===== src/rtl/load_store_unit.sv =====
// RV32I load/store unit: sizes, lane-steers and extends core requests onto a word bus.
// Latency: accept in cycle 0, response in cycle 3 at best; bus_ready stalls hold ADDR; missing bus_rvalid times out.
// Optional LSU_MISALIGN_TRAP_EN: misaligned half/word requests error out instead of being silently aligned.
module load_store_unit #(
    parameter int TIMEOUT_CYCLES = 15
) (
    input  logic        clk,
    input  logic        reset,
    input  logic        req_valid,
    input  logic        req_write,
    input  logic [2:0]  req_funct3,
    input  logic [31:0] req_addr,
    input  logic [31:0] req_wdata,
    output logic        req_ready,
    output logic        resp_valid,
    output logic [31:0] resp_rdata,
    output logic        resp_error,
    output logic        bus_valid,
    input  logic        bus_ready,
    output logic        bus_write,
    output logic [31:0] bus_addr,
    output logic [31:0] bus_wdata,
    output logic [3:0]  bus_wstrb,
    input  logic        bus_rvalid,
    input  logic [31:0] bus_rdata
);

    typedef enum logic [1:0] {IDLE, ADDR, DATA, RESP} state_t;

    localparam logic [7:0] TO_LAST = 8'(TIMEOUT_CYCLES - 1);

    state_t      state_q, state_d;
    logic [7:0]  cnt_q, cnt_d;
    logic        write_q, write_d;
    logic [2:0]  funct3_q, funct3_d;
    logic [1:0]  lane_q, lane_d;

    logic        req_ready_d, resp_valid_d, resp_error_d, bus_valid_d, bus_write_d;
    logic [31:0] resp_rdata_d, bus_addr_d, bus_wdata_d;
    logic [3:0]  bus_wstrb_d;

    logic        legal, misalign, trap;
    logic [31:0] eff_addr, load_ext;
    logic [7:0]  ld_byte;
    logic [15:0] ld_half;

    // Request decode and address alignment
    always_comb begin
        misalign = ((req_funct3[1:0] == 2'b01) && req_addr[0]) ||
                   ((req_funct3[1:0] == 2'b10) && (req_addr[1:0] != 2'b00));
        if (req_write)
            legal = (req_funct3 == 3'b000) || (req_funct3 == 3'b001) || (req_funct3 == 3'b010);
        else
            legal = (req_funct3 == 3'b000) || (req_funct3 == 3'b001) || (req_funct3 == 3'b010) ||
                    (req_funct3 == 3'b100) || (req_funct3 == 3'b101);
`ifdef LSU_MISALIGN_TRAP_EN
        trap = misalign;
`else
        trap = 1'b0;
`endif
        eff_addr = req_addr;
        if (req_funct3[1:0] == 2'b01)
            eff_addr[0] = 1'b0;
        else if (req_funct3[1:0] == 2'b10)
            eff_addr[1:0] = 2'b00;
    end

    // Lane select and extension of the returned word
    always_comb begin
        ld_byte = bus_rdata[8*lane_q +: 8];
        ld_half = lane_q[1] ? bus_rdata[31:16] : bus_rdata[15:0];
        case (funct3_q)
            3'b000:  load_ext = {{24{ld_byte[7]}}, ld_byte};
            3'b001:  load_ext = {{16{ld_half[15]}}, ld_half};
            3'b100:  load_ext = {24'd0, ld_byte};
            3'b101:  load_ext = {16'd0, ld_half};
            default: load_ext = bus_rdata;
        endcase
    end

    always_comb begin
        state_d      = state_q;
        cnt_d        = cnt_q;
        write_d      = write_q;
        funct3_d     = funct3_q;
        lane_d       = lane_q;
        bus_write_d  = bus_write;
        bus_addr_d   = bus_addr;
        bus_wdata_d  = bus_wdata;
        bus_wstrb_d  = bus_wstrb;
        resp_error_d = 1'b0;
        resp_rdata_d = 32'd0;

        case (state_q)
            IDLE: begin
                if (req_valid && req_ready) begin
                    write_d  = req_write;
                    funct3_d = req_funct3;
                    lane_d   = eff_addr[1:0];
                    if (!legal || trap) begin
                        state_d      = RESP;
                        resp_error_d = 1'b1;
                    end else begin
                        state_d     = ADDR;
                        bus_write_d = req_write;
                        bus_addr_d  = {eff_addr[31:2], 2'b00};
                        case (req_funct3[1:0])
                            2'b00: begin
                                bus_wdata_d = {4{req_wdata[7:0]}};
                                bus_wstrb_d = 4'b0001 << eff_addr[1:0];
                            end
                            2'b01: begin
                                bus_wdata_d = {2{req_wdata[15:0]}};
                                bus_wstrb_d = 4'b0011 << {eff_addr[1], 1'b0};
                            end
                            default: begin
                                bus_wdata_d = req_wdata;
                                bus_wstrb_d = 4'b1111;
                            end
                        endcase
                        if (!req_write)
                            bus_wstrb_d = 4'b0000;
                    end
                end
            end
            ADDR: begin
                if (bus_ready) begin
                    state_d = DATA;
                    cnt_d   = 8'd0;
                end
            end
            DATA: begin
                if (bus_rvalid) begin
                    state_d      = RESP;
                    resp_rdata_d = write_q ? 32'd0 : load_ext;
                end else if (cnt_q == TO_LAST) begin
                    state_d      = RESP;
                    resp_error_d = 1'b1;
                end else begin
                    cnt_d = cnt_q + 8'd1;
                end
            end
            default: state_d = IDLE;
        endcase

        // Control outputs are registered copies of the next-state decode
        req_ready_d  = (state_d == IDLE);
        bus_valid_d  = (state_d == ADDR);
        resp_valid_d = (state_d == RESP);
    end

    always_ff @(posedge clk or posedge reset) begin
        if (reset) begin
            state_q    <= IDLE;
            cnt_q      <= 8'd0;
            write_q    <= 1'b0;
            funct3_q   <= 3'd0;
            lane_q     <= 2'd0;
            req_ready  <= 1'b0;
            resp_valid <= 1'b0;
            resp_rdata <= 32'd0;
            resp_error <= 1'b0;
            bus_valid  <= 1'b0;
            bus_write  <= 1'b0;
            bus_addr   <= 32'd0;
            bus_wdata  <= 32'd0;
            bus_wstrb  <= 4'd0;
        end else begin
            state_q    <= state_d;
            cnt_q      <= cnt_d;
            write_q    <= write_d;
            funct3_q   <= funct3_d;
            lane_q     <= lane_d;
            req_ready  <= req_ready_d;
            resp_valid <= resp_valid_d;
            resp_rdata <= resp_rdata_d;
            resp_error <= resp_error_d;
            bus_valid  <= bus_valid_d;
            bus_write  <= bus_write_d;
            bus_addr   <= bus_addr_d;
            bus_wdata  <= bus_wdata_d;
            bus_wstrb  <= bus_wstrb_d;
        end
    end

endmodule


===== config.mk =====
export PLATFORM = sky130hd
export DESIGN_NAME = load_store_unit
export DESIGN_NICKNAME = d
export VERILOG_FILES = /design/src/rtl/load_store_unit.sv
export SDC_FILE = /design/constraint.sdc
export NUM_CORES = 1
export LEC_CHECK = 0
export BUFFER_PORTS_ARGS = -buffer_cell sky130_fd_sc_hd__buf_2
export CAP_MARGIN = 20
export CORE_UTILIZATION = 48
export DETAILED_ROUTE_END_ITERATION = 8
export PLACE_DENSITY_LB_ADDON = 0.1
export SETUP_SLACK_MARGIN = 0.5
export SYNTH_ARGS = -nofsm -noshare
export SYNTH_HDL_FRONTEND = slang
export SYNTH_SLANG_ARGS = --single-unit

===== constraint.sdc =====
create_clock -name clk -period 4.2 [get_ports clk]
set_clock_uncertainty 0.05 [all_clocks]
set_input_delay 0.21 -clock clk [delete_from_list [all_inputs] [get_ports clk]]
set_output_delay 0.21 -clock clk [all_outputs]
set_load 0.02 [all_outputs]

==> out/metrics.cfg <==
[timing]
maxSlewHeadroom_pct = 39.02
fmax_mhz = 394.8
period_share_pct = 60.31
worst_pin_slew_ps = 911.3
drv_slew = 0
finalHoldViolCount = 0
fin_tns_setup_ps = 0
rsz0062_at_grt = false
setup_viol = 0
min_period_ps = 2533

[finish]
layout-drive-gt1-share_pct = 36.86
diodes = 0
nNetsFinal = 878
final.fill_count = 703
utilization_pct = 75.77
final_area_mm2 = 0.007893
area.growth.synth_to_final_pct = 52.26

[setup_path]
reg2reg_to = bus_addr[10]
r2r-start = state_q[1]
cp_max_fo = 52
critPathKind = register to register
arrival_ps = 2870
cp-start-kind = register
r2r_setup_slack_ps = 1670
r2r.worst_path.cells = 4
cp-end-kind = register
crit_required_ps = 4540

[route]
avgViaCountPerCell = 5.191
first_pass_iters = 5
wl_per_cell_um = 16.55
drt_iter0_drc = 167
vias = 4776
post-route-drc-count = 0
routed_wirelength_um = 15230
ant_nets = 0

[clock_network]
ctsLongestPathBuffers = 2
clkSlewWorstSetupHoldPaths_ps = 50
htreeDepth = 4
cts_tree = yes
clk_latency_ps = 520
cts-root-buf = clkbuf_8
post_cts_resized = 0
cts_buffers = 17
cts_sinks = 119

[logic_synthesis]
synth_cells = 467
seq_area_frac_synth_pct = 57.45
synth_seq_cells = 119
synthFlopType = dfrtp_1
synthArstFlopShare_pct = 100.0
syn-cell-area_mm2 = 0.005184
yosys_warnings = 0
synth_compound_area_share_pct = 12.33
syn_avg_cell_area_um2 = 11.10
synthAdderAreaFrac_pct = 0.4827
synth_top_family_by_area = multiplexers
synth-simple-area-share_pct = 11.66
synth_top_cell_area_share_pct = 57.45
netlist_top_cells_count = dfrtp_1 (119), nand2_1 (67), mux2_2 (40), o21ai_0 (40), mux2i_1 (30)
synth_edf_count = 0
synth.most_common_cell = dfrtp_1
yosysUniqueCellTypes = 46
synth-xor-area-share_pct = 0
synth_mux_area_share_pct = 14.48
synthTopCellsByArea = dfrtp_1 (57%), mux2_2 (8.7%), mux2i_1 (5.8%)
netlist.top_cell.by_area = dfrtp_1

[power_and_ir_drop]
peakVddDrop_mv = 0.4726
power_density_mw_per_mm2 = 658.6
leakage_nw = 4.191

[global_route]
grt_pass1_wl_um = 24250
grt_pass1_vias = 4913
antenna_found_initial = 0
track_usage_pct = 28.15
grt_max_degree = 84
overflow = 0

[hold_path]
hold_path_depth = 4
hp-class = input port to register
hp-start = bus_rdata[7]
worstHoldEndpoint = resp_rdata[7]

[place]
placed_area_mm2 = 0.006301
dpl.hpwl_um = 8994
gp_congestion = 0.8240
io_buffers = 207

[floorplanning]
core_area_mm2 = 0.01042
initial_core_util_pct = 49.77
die_x_um = 105.9
die_area_mm2 = 0.01122
io_pins = 210
die_y_um = 105.9
rows = 37

[status]
status = finished clean

[job]
timing.max_cap.violations = 0

[power breakdown]
part	internal, mW	switching (mW)	total (mW)	leakage (nW)
Combinational	0.763	1.17	1.94	2.38
Sequential	1.59	0.303	1.90	1.53
Clock	0.867	0.496	1.36	0.278
Total	3.22	1.97	5.20	4.19
[critical path, stage by stage, from the launching register on]
cell      delay [ps]
dfrtp_1          540
and4bb_2         350
a21bo_2          730
buf_12           330
mux2_2           380
[how the worst max path moves through the flow]
stage / slack [ps] / start / endpoint
2_1_floorplan: 780 / reset / bus_addr[10]
3_3_place_gp: 1690 / state_q[0] / resp_rdata[29]
3_5_place_dp: 1600 / state_q[0] / resp_rdata[26]
4_1_cts: 1580 / state_q[0] / resp_rdata[26]
5_1_grt: 1540 / state_q[0] / resp_rdata[26]
6_report: 1670 / state_q[1] / bus_addr[10]
[cell families (layout without fill, tap and decap cells)]
logic type,Yosys count,in the layout
flops,119,119
other cells,1,2
compound gates,102,102
buf+inv,42,358
fa+ha+maj,2,2
mux,70,70
simple gates,131,131
[what timing repair did]
item,4_1_cts,5_1_grt
hold buffers,100,0
setup buffers,0,0
setup endpoints to repair,0,0
hold endpoints to repair,181,0
[per-layer routing]
layer	track usage, %	share of wire (%)
met1	32.25	39
met2	49.02	52
met3	7.051	5.7
met4	13.89	3.0
met5	0	0
[cell usage in the layout (no fill, tap or decap), drive strengths merged, types with 2 or more instances in the layout]
cell type	count
nand3b	2
o31ai	2
o21ai	40
dfrtp	119
dlygate4sd3	100
ha	2
nor2	25
bufinv	2
nor2b	2
or4	2
clkbuf	22
o22ai	8
mux2i	30
nand3	8
nand2b	5
conb	2
nand2	67
inv	14
mux2	40
clkinv	7
a21o	18
a21oi	18
nor3	8
a221oi	8
buf	212
[registers in the layout (all words and copies together) (netlist names)]
register,count
bus_addr,30
req_ready,1
write_q,1
funct3_q,3
resp_error,1
cnt_q,8
state_q,2
resp_rdata,32
resp_valid,1
bus_wdata,32
bus_write,1
bus_wstrb,4
lane_q,2
bus_valid,1
[stage by stage]
step	hold slack [ps]	setup WS, ps	cells	total power [mW]
after CTS	3.978	1576	918	5.164
after global routing	38.38	1539	920	5.471
after detailed placement	382.5	1599	786	3.713
after floorplan	265.4	782.5	468	3.074
final	2.271	1667	920	5.198
after global placement	383.0	1693	786	3.667
[area by class of cell]
type | instances | area (um^2) | area share, %
Tap cell | 136 | 170.2 | 2.156
Clock buffer | 22 | 452.9 | 5.739
Multi-Input combinational cell | 307 | 2027 | 25.68
Timing Repair Buffer | 312 | 2107 | 26.70
Clock inverter | 10 | 102.6 | 1.300
Sequential cell | 119 | 2978 | 37.73
Inverter | 14 | 55.05 | 0.6975
Power figures use the tool's default switching activity.
